===== config.mk =====
export PLATFORM = sky130hd
export DESIGN_NAME = trigger_sequencer
export DESIGN_NICKNAME = d
export VERILOG_FILES = /design/src/rtl/trigger_sequencer.sv
export SDC_FILE = /design/constraint.sdc
export NUM_CORES = 1
export LEC_CHECK = 0
export ABC_AREA = 1
export BUFFER_PORTS_ARGS = -buffer_cell sky130_fd_sc_hd__buf_2
export CORE_UTILIZATION = 59
export CTS_CLUSTER_SIZE = 10
export DETAILED_ROUTE_END_ITERATION = 12
export PLACE_DENSITY = 0.88
export SYNTH_ARGS = -nofsm -noshare
export SYNTH_HDL_FRONTEND = slang
export SYNTH_SLANG_ARGS = --single-unit
export TNS_END_PERCENT = 1

===== constraint.sdc =====
create_clock -name clk -period 2.2 [get_ports clk]
set_input_delay 0.55 -clock clk [delete_from_list [all_inputs] [get_ports clk]]
set_output_delay 0.55 -clock clk [all_outputs]
set_load 0.1 [all_outputs]

===== src/rtl/trigger_sequencer.sv =====
// rtl/trigger_sequencer.sv - burst/continuous trigger pulse sequencer for a downstream one-shot
//
// Purpose:
//   Emits single-cycle trigger pulses spaced by a latched period p = max(period, 2).
//   It runs either a burst of burst_len triggers followed by a trailing p-cycle wait,
//   or continuous triggers (burst_len = 0) until stop.
//   When TRIGGER_SEQUENCER_EXT_TRIG_EN is defined, the optional external-trigger
//   gating is built in: each trigger then waits for a synchronized rising edge on
//   ext_trig_in once the p-cycle holdoff has expired.
//
// Ports:
//   clk          in   system clock
//   reset        in   synchronous, active-high
//   start        in   1-cycle request to begin a burst (ignored while busy)
//   stop         in   1-cycle abort request (wins over start, suppresses trigger)
//   period       in   [PERIOD_WIDTH] cycles between triggers, latched on start
//   burst_len    in   [BURST_WIDTH] triggers per burst, 0 = continuous, latched on start
//   ext_trig_in  in   async external trigger (TRIGGER_SEQUENCER_EXT_TRIG_EN only)
//   ext_mode     in   1 = gate triggers on external edge, latched on start (same build only)
//   trigger      out  1-cycle pulse to the one-shot
//   busy         out  high from the cycle after an accepted start until back in IDLE
//   done         out  1-cycle pulse on normal burst completion
//   trig_count   out  [BURST_WIDTH] triggers issued in the current burst

module trigger_sequencer #(
   parameter int PERIOD_WIDTH = 24,
   parameter int BURST_WIDTH  = 8,
   parameter int SYNC_STAGES  = 2
) (
   input  logic                    clk,
   input  logic                    reset,
   input  logic                    start,
   input  logic                    stop,
   input  logic [PERIOD_WIDTH-1:0] period,
   input  logic [BURST_WIDTH-1:0]  burst_len,
`ifdef TRIGGER_SEQUENCER_EXT_TRIG_EN
   input  logic                    ext_trig_in,
   input  logic                    ext_mode,
`endif
   output logic                    trigger,
   output logic                    busy,
   output logic                    done,
   output logic [BURST_WIDTH-1:0]  trig_count
);

   localparam logic [1:0] ST_IDLE     = 2'd0;
   localparam logic [1:0] ST_RUN      = 2'd1;
`ifdef TRIGGER_SEQUENCER_EXT_TRIG_EN
   localparam logic [1:0] ST_WAIT_EXT = 2'd2;
`endif

   generate
      if (SYNC_STAGES < 2) begin : g_sync_stages_check
         $error("SYNC_STAGES must be at least 2");
      end
   endgenerate

   logic [1:0]              state_q, state_d;
   logic [PERIOD_WIDTH-1:0] timer_q, timer_d;
   logic [PERIOD_WIDTH-1:0] per_q, per_d;
   logic [BURST_WIDTH-1:0]  len_q, len_d;
   logic [BURST_WIDTH-1:0]  cnt_q, cnt_d;
   logic                    trig_q, trig_d;
   logic                    busy_q, busy_d;
   logic                    done_q, done_d;
   logic [PERIOD_WIDTH-1:0] per_eff;

`ifdef TRIGGER_SEQUENCER_EXT_TRIG_EN
   logic [SYNC_STAGES-1:0]  sync_q, sync_d;
   logic                    edge_prev_q, edge_prev_d;
   logic                    ext_mode_q, ext_mode_d;
   logic                    ext_edge;

   // Pin is asynchronous: shift through the synchronizer, then detect a 0->1
   // on the last stage. The edge is used combinationally so the trigger
   // lands one cycle after detection.
   always_comb begin
      sync_d      = {sync_q[SYNC_STAGES-2:0], ext_trig_in};
      edge_prev_d = sync_q[SYNC_STAGES-1];
      ext_edge    = sync_q[SYNC_STAGES-1] & ~edge_prev_q;
   end

   always_ff @(posedge clk) begin
      if (reset) begin
         sync_q      <= '0;
         edge_prev_q <= 1'b0;
         ext_mode_q  <= 1'b0;
      end else begin
         sync_q      <= sync_d;
         edge_prev_q <= edge_prev_d;
         ext_mode_q  <= ext_mode_d;
      end
   end
`endif

   always_comb begin
      state_d = state_q;
      timer_d = timer_q;
      per_d   = per_q;
      len_d   = len_q;
      cnt_d   = cnt_q;
      trig_d  = 1'b0;
      busy_d  = busy_q;
      done_d  = 1'b0;
`ifdef TRIGGER_SEQUENCER_EXT_TRIG_EN
      ext_mode_d = ext_mode_q;
`endif
      // Periods below 2 would make trigger back-to-back; clamp to 2.
      per_eff = (period < PERIOD_WIDTH'(2)) ? PERIOD_WIDTH'(2) : period;

      case (state_q)
         ST_IDLE: begin
            if (start && !stop) begin
               busy_d  = 1'b1;
               timer_d = '0;
               per_d   = per_eff;
               len_d   = burst_len;
               cnt_d   = '0;
`ifdef TRIGGER_SEQUENCER_EXT_TRIG_EN
               ext_mode_d = ext_mode;
               if (ext_mode) begin
                  state_d = ST_WAIT_EXT;
               end else begin
                  state_d = ST_RUN;
                  trig_d  = 1'b1;
                  cnt_d   = BURST_WIDTH'(1);
               end
`else
               state_d = ST_RUN;
               trig_d  = 1'b1;
               cnt_d   = BURST_WIDTH'(1);
`endif
            end
         end

         ST_RUN: begin
            if (stop) begin
               state_d = ST_IDLE;
               busy_d  = 1'b0;
            end else if (timer_q == per_q - PERIOD_WIDTH'(1)) begin
               timer_d = '0;
               // The trailing full period after the last trigger has just
               // elapsed, so the one-shot window is complete.
               if ((len_q != '0) && (cnt_q == len_q)) begin
                  state_d = ST_IDLE;
                  busy_d  = 1'b0;
                  done_d  = 1'b1;
               end else begin
`ifdef TRIGGER_SEQUENCER_EXT_TRIG_EN
                  if (ext_mode_q) begin
                     state_d = ST_WAIT_EXT;
                  end else begin
                     trig_d = 1'b1;
                     cnt_d  = cnt_q + BURST_WIDTH'(1);
                  end
`else
                  trig_d = 1'b1;
                  cnt_d  = cnt_q + BURST_WIDTH'(1);
`endif
               end
            end else begin
               timer_d = timer_q + PERIOD_WIDTH'(1);
            end
         end

`ifdef TRIGGER_SEQUENCER_EXT_TRIG_EN
         ST_WAIT_EXT: begin
            // Edges seen during the RUN holdoff never reach here: only an
            // edge detected while waiting releases the next trigger.
            if (stop) begin
               state_d = ST_IDLE;
               busy_d  = 1'b0;
            end else if (ext_edge) begin
               state_d = ST_RUN;
               timer_d = '0;
               trig_d  = 1'b1;
               cnt_d   = cnt_q + BURST_WIDTH'(1);
            end
         end
`endif

         default: begin
            state_d = ST_IDLE;
            busy_d  = 1'b0;
         end
      endcase
   end

   always_ff @(posedge clk) begin
      if (reset) begin
         state_q <= ST_IDLE;
         timer_q <= '0;
         per_q   <= '0;
         len_q   <= '0;
         cnt_q   <= '0;
         trig_q  <= 1'b0;
         busy_q  <= 1'b0;
         done_q  <= 1'b0;
      end else begin
         state_q <= state_d;
         timer_q <= timer_d;
         per_q   <= per_d;
         len_q   <= len_d;
         cnt_q   <= cnt_d;
         trig_q  <= trig_d;
         busy_q  <= busy_d;
         done_q  <= done_d;
      end
   end

   // A stop arriving in the cycle a trigger is presented kills that pulse.
   assign trigger    = trig_q & ~stop;
   assign busy       = busy_q;
   assign done       = done_q;
   assign trig_count = cnt_q;

endmodule

Word level (Yosys, flattened, before mapping)
Index checks and enable logic that the tools add are counted.
Widths: inputs -> output; s select.
- reductions and logical operators: 11
- bitwise logic cells: 4
- add/sub/neg operators: 3
- multiplexer cells: 26
- equality and inequality tests: 9
- magnitude comparators: 1
- operator list (kind ; count):
    $mux 24 ; 4
    $pmux 24 s2 ; 1
    $mux 8 ; 4
    $add 24x1->24 const B ; 1
    $eq 24x24->1 ; 1
    $lt 24x2->1 const B ; 1
    $sub 24x1->24 const B ; 1
    $pmux 8 s2 ; 1
    $mux 1 ; 9
    $add 8x1->8 const B ; 1
    $eq 8x8->1 ; 1
    $mux 2 ; 4
    $ne 2x2->1 const B ; 4
    $reduce_bool 8->1 ; 1
    $ne 3x3->1 const B ; 2
    $reduce_and 3->1 ; 2
    $reduce_and 5->1 ; 1
    $pmux 1 s2 ; 2
    $pmux 2 s2 ; 1
    $reduce_or 4->1 ; 1
    $not 1->1 ; 3
    $eq 2x1->1 const B ; 1
    $logic_and 1x1->1 ; 2
    $logic_not 2->1 ; 1
    other kinds (4) ; 4
- register bits: 69
- output and inout bits: 11
- logic and storage cells: 62
- bits of input ports: 36

Depth between registers and ports, before layout
- depth after elaboration: 6
- mapped depth: 19
- mapped depth without buffers: 19

Worst setup path before layout
OpenSTA, ideal clock, no wires.
- path type: register to register
- from: register busy (netlist name)
- to: register timer_q[21]
- data required time: 2.120 ns
- data arrival time: 2.418 ns
- stages on the path, launching flop included: 12
- slack: -0.297 ns
- path through: dfxtp_1 buf_4 nand2_1 nand2_4 nand3_2 nand3b_1 nor2_1 nand3_1 nor2_2 nand2_1 o21ai_1 nor3b_1
- RTL lines (what ; RTL line ; text):
    to (signal assigned) ; 201 ; timer_q <= timer_d;
    to (decl) ; 59 ; logic [PERIOD_WIDTH-1:0] timer_q, timer_d;

Worst setup path after layout
- from: register per_q[1]
- to: register cnt_q[4], in the netlist trig_count[4]
- cells in the longest elaborated chain, start to end: 4
- ends and longest elaborated chain (what ; RTL line ; text):
    from (decl) ; 60 ; logic [PERIOD_WIDTH-1:0] per_q, per_d;
    from (signal assigned) ; 202 ; per_q <= per_d;
    $sub 24x1->24 ; 140 ; end else if (timer_q == per_q - PERIOD_WIDTH'(1)) begin
    $eq 24x24->1 ; 140 ;
    $ne 2x2->1 (no source line) ; n/a ;
    $reduce_and 5->1 (no source line) ; n/a ;
    to (signal assigned) ; 204 ; cnt_q <= cnt_d;
    to (decl) ; 62 ; logic [BURST_WIDTH-1:0] cnt_q, cnt_d;
No other way between the ends.
A chain may end at the register's enable or synchronous reset.

==> key figures <==
Timing
  • Final WS setup: 0.0699 ns
  • Pin slew with the least headroom to its limit: 0.486 ns
  • RSZ-0062 raised after global routing: yes
  • Fin. Hold Viols: 0
  • Worst slew margin: 67.8%
  • Final period util: 96.8%
  • Period minus WS final: 2.13 ns
  • Sum Neg Setup Slack: 0 ns
  • Peak Freq: 469 MHz
  • Max Transition Viols Final: 0
  • Setup violators final: 0
  • Worst Skew: 0.00845 ns

Status
  • Status: finished clean

Floorplanning
  • Core area: 6760 um2
  • Die X: 85.6 um
  • Initial core utilization: 61.0%
  • Die area: 7320 um2
  • IO Count: 47
  • Die Y: 85.6 um
  • Num rows: 30

Detailed routing
  • Post-route ant nets: 0
  • DRC: 0
  • Pre-Repair DR Iteration Count: 5
  • Drt wl/cell: 14.3 um
  • DRT Wirelength: 11.1 mm
  • Post-DR vias/cell: 5.63
  • DRT iter0 DRCs: 317
  • Routed vias: 4385

Worst setup path
  • CP dominant cell by count: nand2_1
  • CP Class: reg2reg
  • CP max stage cell: dfxtp_1
  • Crit path cell chain: inv_2 > ha_4 > nand2_4 > nor2_4 > buf_4 > nand2_1 > nand2_1 > nor2_1 > nand2_1 > nor2_1 > nand2_1 > nor2_2 > nand2_2 > nand2_4 > buf_4 > nand4_1 > a21oi_2
  • FF-to-FF End: trig_count[4]$_SDFFE_PP0P_
  • R2r setup slk: 0.07 ns
  • CP endpoint kind: flop
  • Startpoint types: flop
  • CP max FO: 6
  • Reg2Reg Depth: 17
  • CP arrival: 2.43 ns
  • Required time of the critical path: 2.50 ns
  • Max incr delay on CP: 0.38 ns
  • RR Startpoint: per_q[1]$_SDFFE_PP0P_

Pwr
  • P per Cell Area: 609 nW/um2
  • Worst VDD drop: 0.420 mV
  • Leak: 0.00220 uW

GRT
  • Total GRT Usage: 30.4%
  • Vias in the first global route: 3929
  • GR Overflow Total: 0
  • Initial antenna violation count: 0
  • First-pass GRT wire length: 17.5 mm
  • Pin count of the biggest net entering global routing: 24

Clocking
  • # H-tree levels: 3
  • Clock-pin slew on the worst setup and hold paths: 0.08 ns
  • CTS buffer count: 9
  • CTS sink count: 67
  • Worst-Skew Late Latency: 0.36 ns
  • CTS max path bufs: 2
  • Root Driver: clkbuf_8
  • TritonCTS clock tree: built

Logic synthesis
  • Adder-cell share of the synthesized area: 0.911%
  • Share of the synthesized area in the top cell type: 32.6%
  • YS warnings: 0
  • Syn Area/Cell: 6.57 um2
  • Post-Syn Nets: 666
  • Area contributors post-synth: dfxtp_1 33%, nand2_1 13%, nor2_1 8.3%
  • Synth Area in Compound Gates: 7.14%
  • Area leader, netlist: dfxtp_1
  • Post-synthesis mux area share: 0%
  • Post-synth cell types: 35
  • Cell Area, Synth: 4120 um2
  • Mapped Cells: 627
  • Largest family of logic cells by synthesized area: simple AND/OR/NAND/NOR gates
  • #FFs+latches synth: 67
  • Post-Synth XOR/XNOR Area: 7.44%
  • Register area share after synthesis: 32.6%
  • Area share of and/or/nand/nor cells after synthesis: 42.0%

Min path
  • Worst min path class: in2reg
  • Hold path startpoint: burst_len[2]
  • Worst Hold Depth: 3
  • Worst hold endpoint: len_q[2]$_SDFFE_PP0P_

Cells and area
  • Post-layout util: 72.1%
  • ANT cells: 0
  • Area grow syn2layout: 18.3%
  • Layout net count: 733
  • Layout cells sized above 1: 20.6%

Place
  • Routability cong.: 0.968
  • Pre-CTS WS: -0.0580 ns
  • Buffers on Ports: 46
  • Hpwl dp: 8.22 mm

Run
  • Maxcap violations: 0
final cells by class:
type	instances	area, um2
Clock inverter	7	68.8
Timing Repair Buffer	70	410
Clock buffer	9	124
Fill cell	576	1880
Tap cell	80	100
Inverter	85	324
Multi-Input combinational cell	461	2500
Sequential cell	67	1350
kinds of logic (layout without fill, tap and decap cells):
kind of cell	count (synthesis)	after routing
buffers and inverters	100	171
DFF	67	67
and+or+nand+nor	367	368
AOI/OAI and AO/OA	55	55
xor gates and xnor gates	35	35
adders and majority gates	3	3
Yosys cell counts, drive strengths merged:
master	number
nand2	153
nor2	103
inv	85
dfxtp	67
nand3	58
o21ai	31
nand4	21
xor2	21
a21oi	15
nor3	15
xnor2	14
clkbuf	8
buf	7
nor4	7
nand3b	5
nor3b	5
o22ai	5
ha	3
o21bai	2
a221oi	1
o41ai	1
placed cells by master (no fill, tap or decap), drive strengths merged, types with 3 or more instances in the layout:
cell,n
o22ai,5
nand3b,5
clkinv,4
o21ai,31
inv,85
nand2,153
xnor2,14
a21oi,15
nand3,58
nor4,7
clkbuf,9
buf,70
nor2,104
ha,3
xor2,21
dfxtp,67
nor3b,5
nor3,15
nand4,21
registers in the layout, summed over array words and instances, names as in the netlist:
register / flops
trig_count: 8
done: 1
timer_q: 24
len_q: 8
busy: 1
per_q: 24
trig_q: 1
where the power goes:
group | switching [uW] | total, uW | internal (uW)
sequential | 47.2 | 1290 | 1250
combinational | 421 | 660 | 239
clock | 497 | 1010 | 518
layer usage:
metal | vias up | wire [um] | track usage (%)
li1 | 2150 | - | -
met1 | 2016 | 4550 | 36.2
met2 | 193 | 5520 | 53.9
met3 | 26 | 757 | 5.68
met4 | 0 | 286 | 12.4
met5 | - | 0 | 0
how the worst max path moves through the flow:
stage,start,endpoint,slack [ns],depth (start not counted)
after floorplan,stop,trigger,-0.15,1
after global placement,stop,timer_q[21]$_SDFFE_PP0P_,0.07,12
after detailed placement,stop,timer_q[21]$_SDFFE_PP0P_,-0.06,12
after CTS,per_q[5]$_SDFFE_PP0P_,trig_count[6]$_SDFFE_PP0P_,0.03,14
after global routing,per_q[1]$_SDFFE_PP0P_,trig_count[4]$_SDFFE_PP0P_,-0.1,15
final,per_q[1]$_SDFFE_PP0P_,trig_count[4]$_SDFFE_PP0P_,0.07,17
critical path, delay by kind of cell, from the launching register on:
family	cells	cell delay, ns
buf+inv	3	0.35
simple gates	12	1.00
flops	1	0.38
fa+ha+maj	1	0.18
compound gates	1	0.15
metrics by stage:
step           cell area, um2  hold slack [ns]  power [uW]  std cells
2_1_floorplan            4120            0.462        1750        627
3_3_place_gp             4520            0.479        1880        758
3_5_place_dp             4520            0.488        1900        758
4_1_cts                  4720            0.376        2900        774
5_1_grt                  4870            0.399        3110        779
6_report                 4870            0.380        2970        779
repair_timing:
action                                 CTS  global route
pin swaps                                0             9
resized for setup                        1            35
cloned                                   0             1
buffers inserted                         0             4
setup endpoints to repair                4            32
endpoints found under the hold margin    0             0
hold buffers                             0             0
Power figures use the tool's default switching activity.
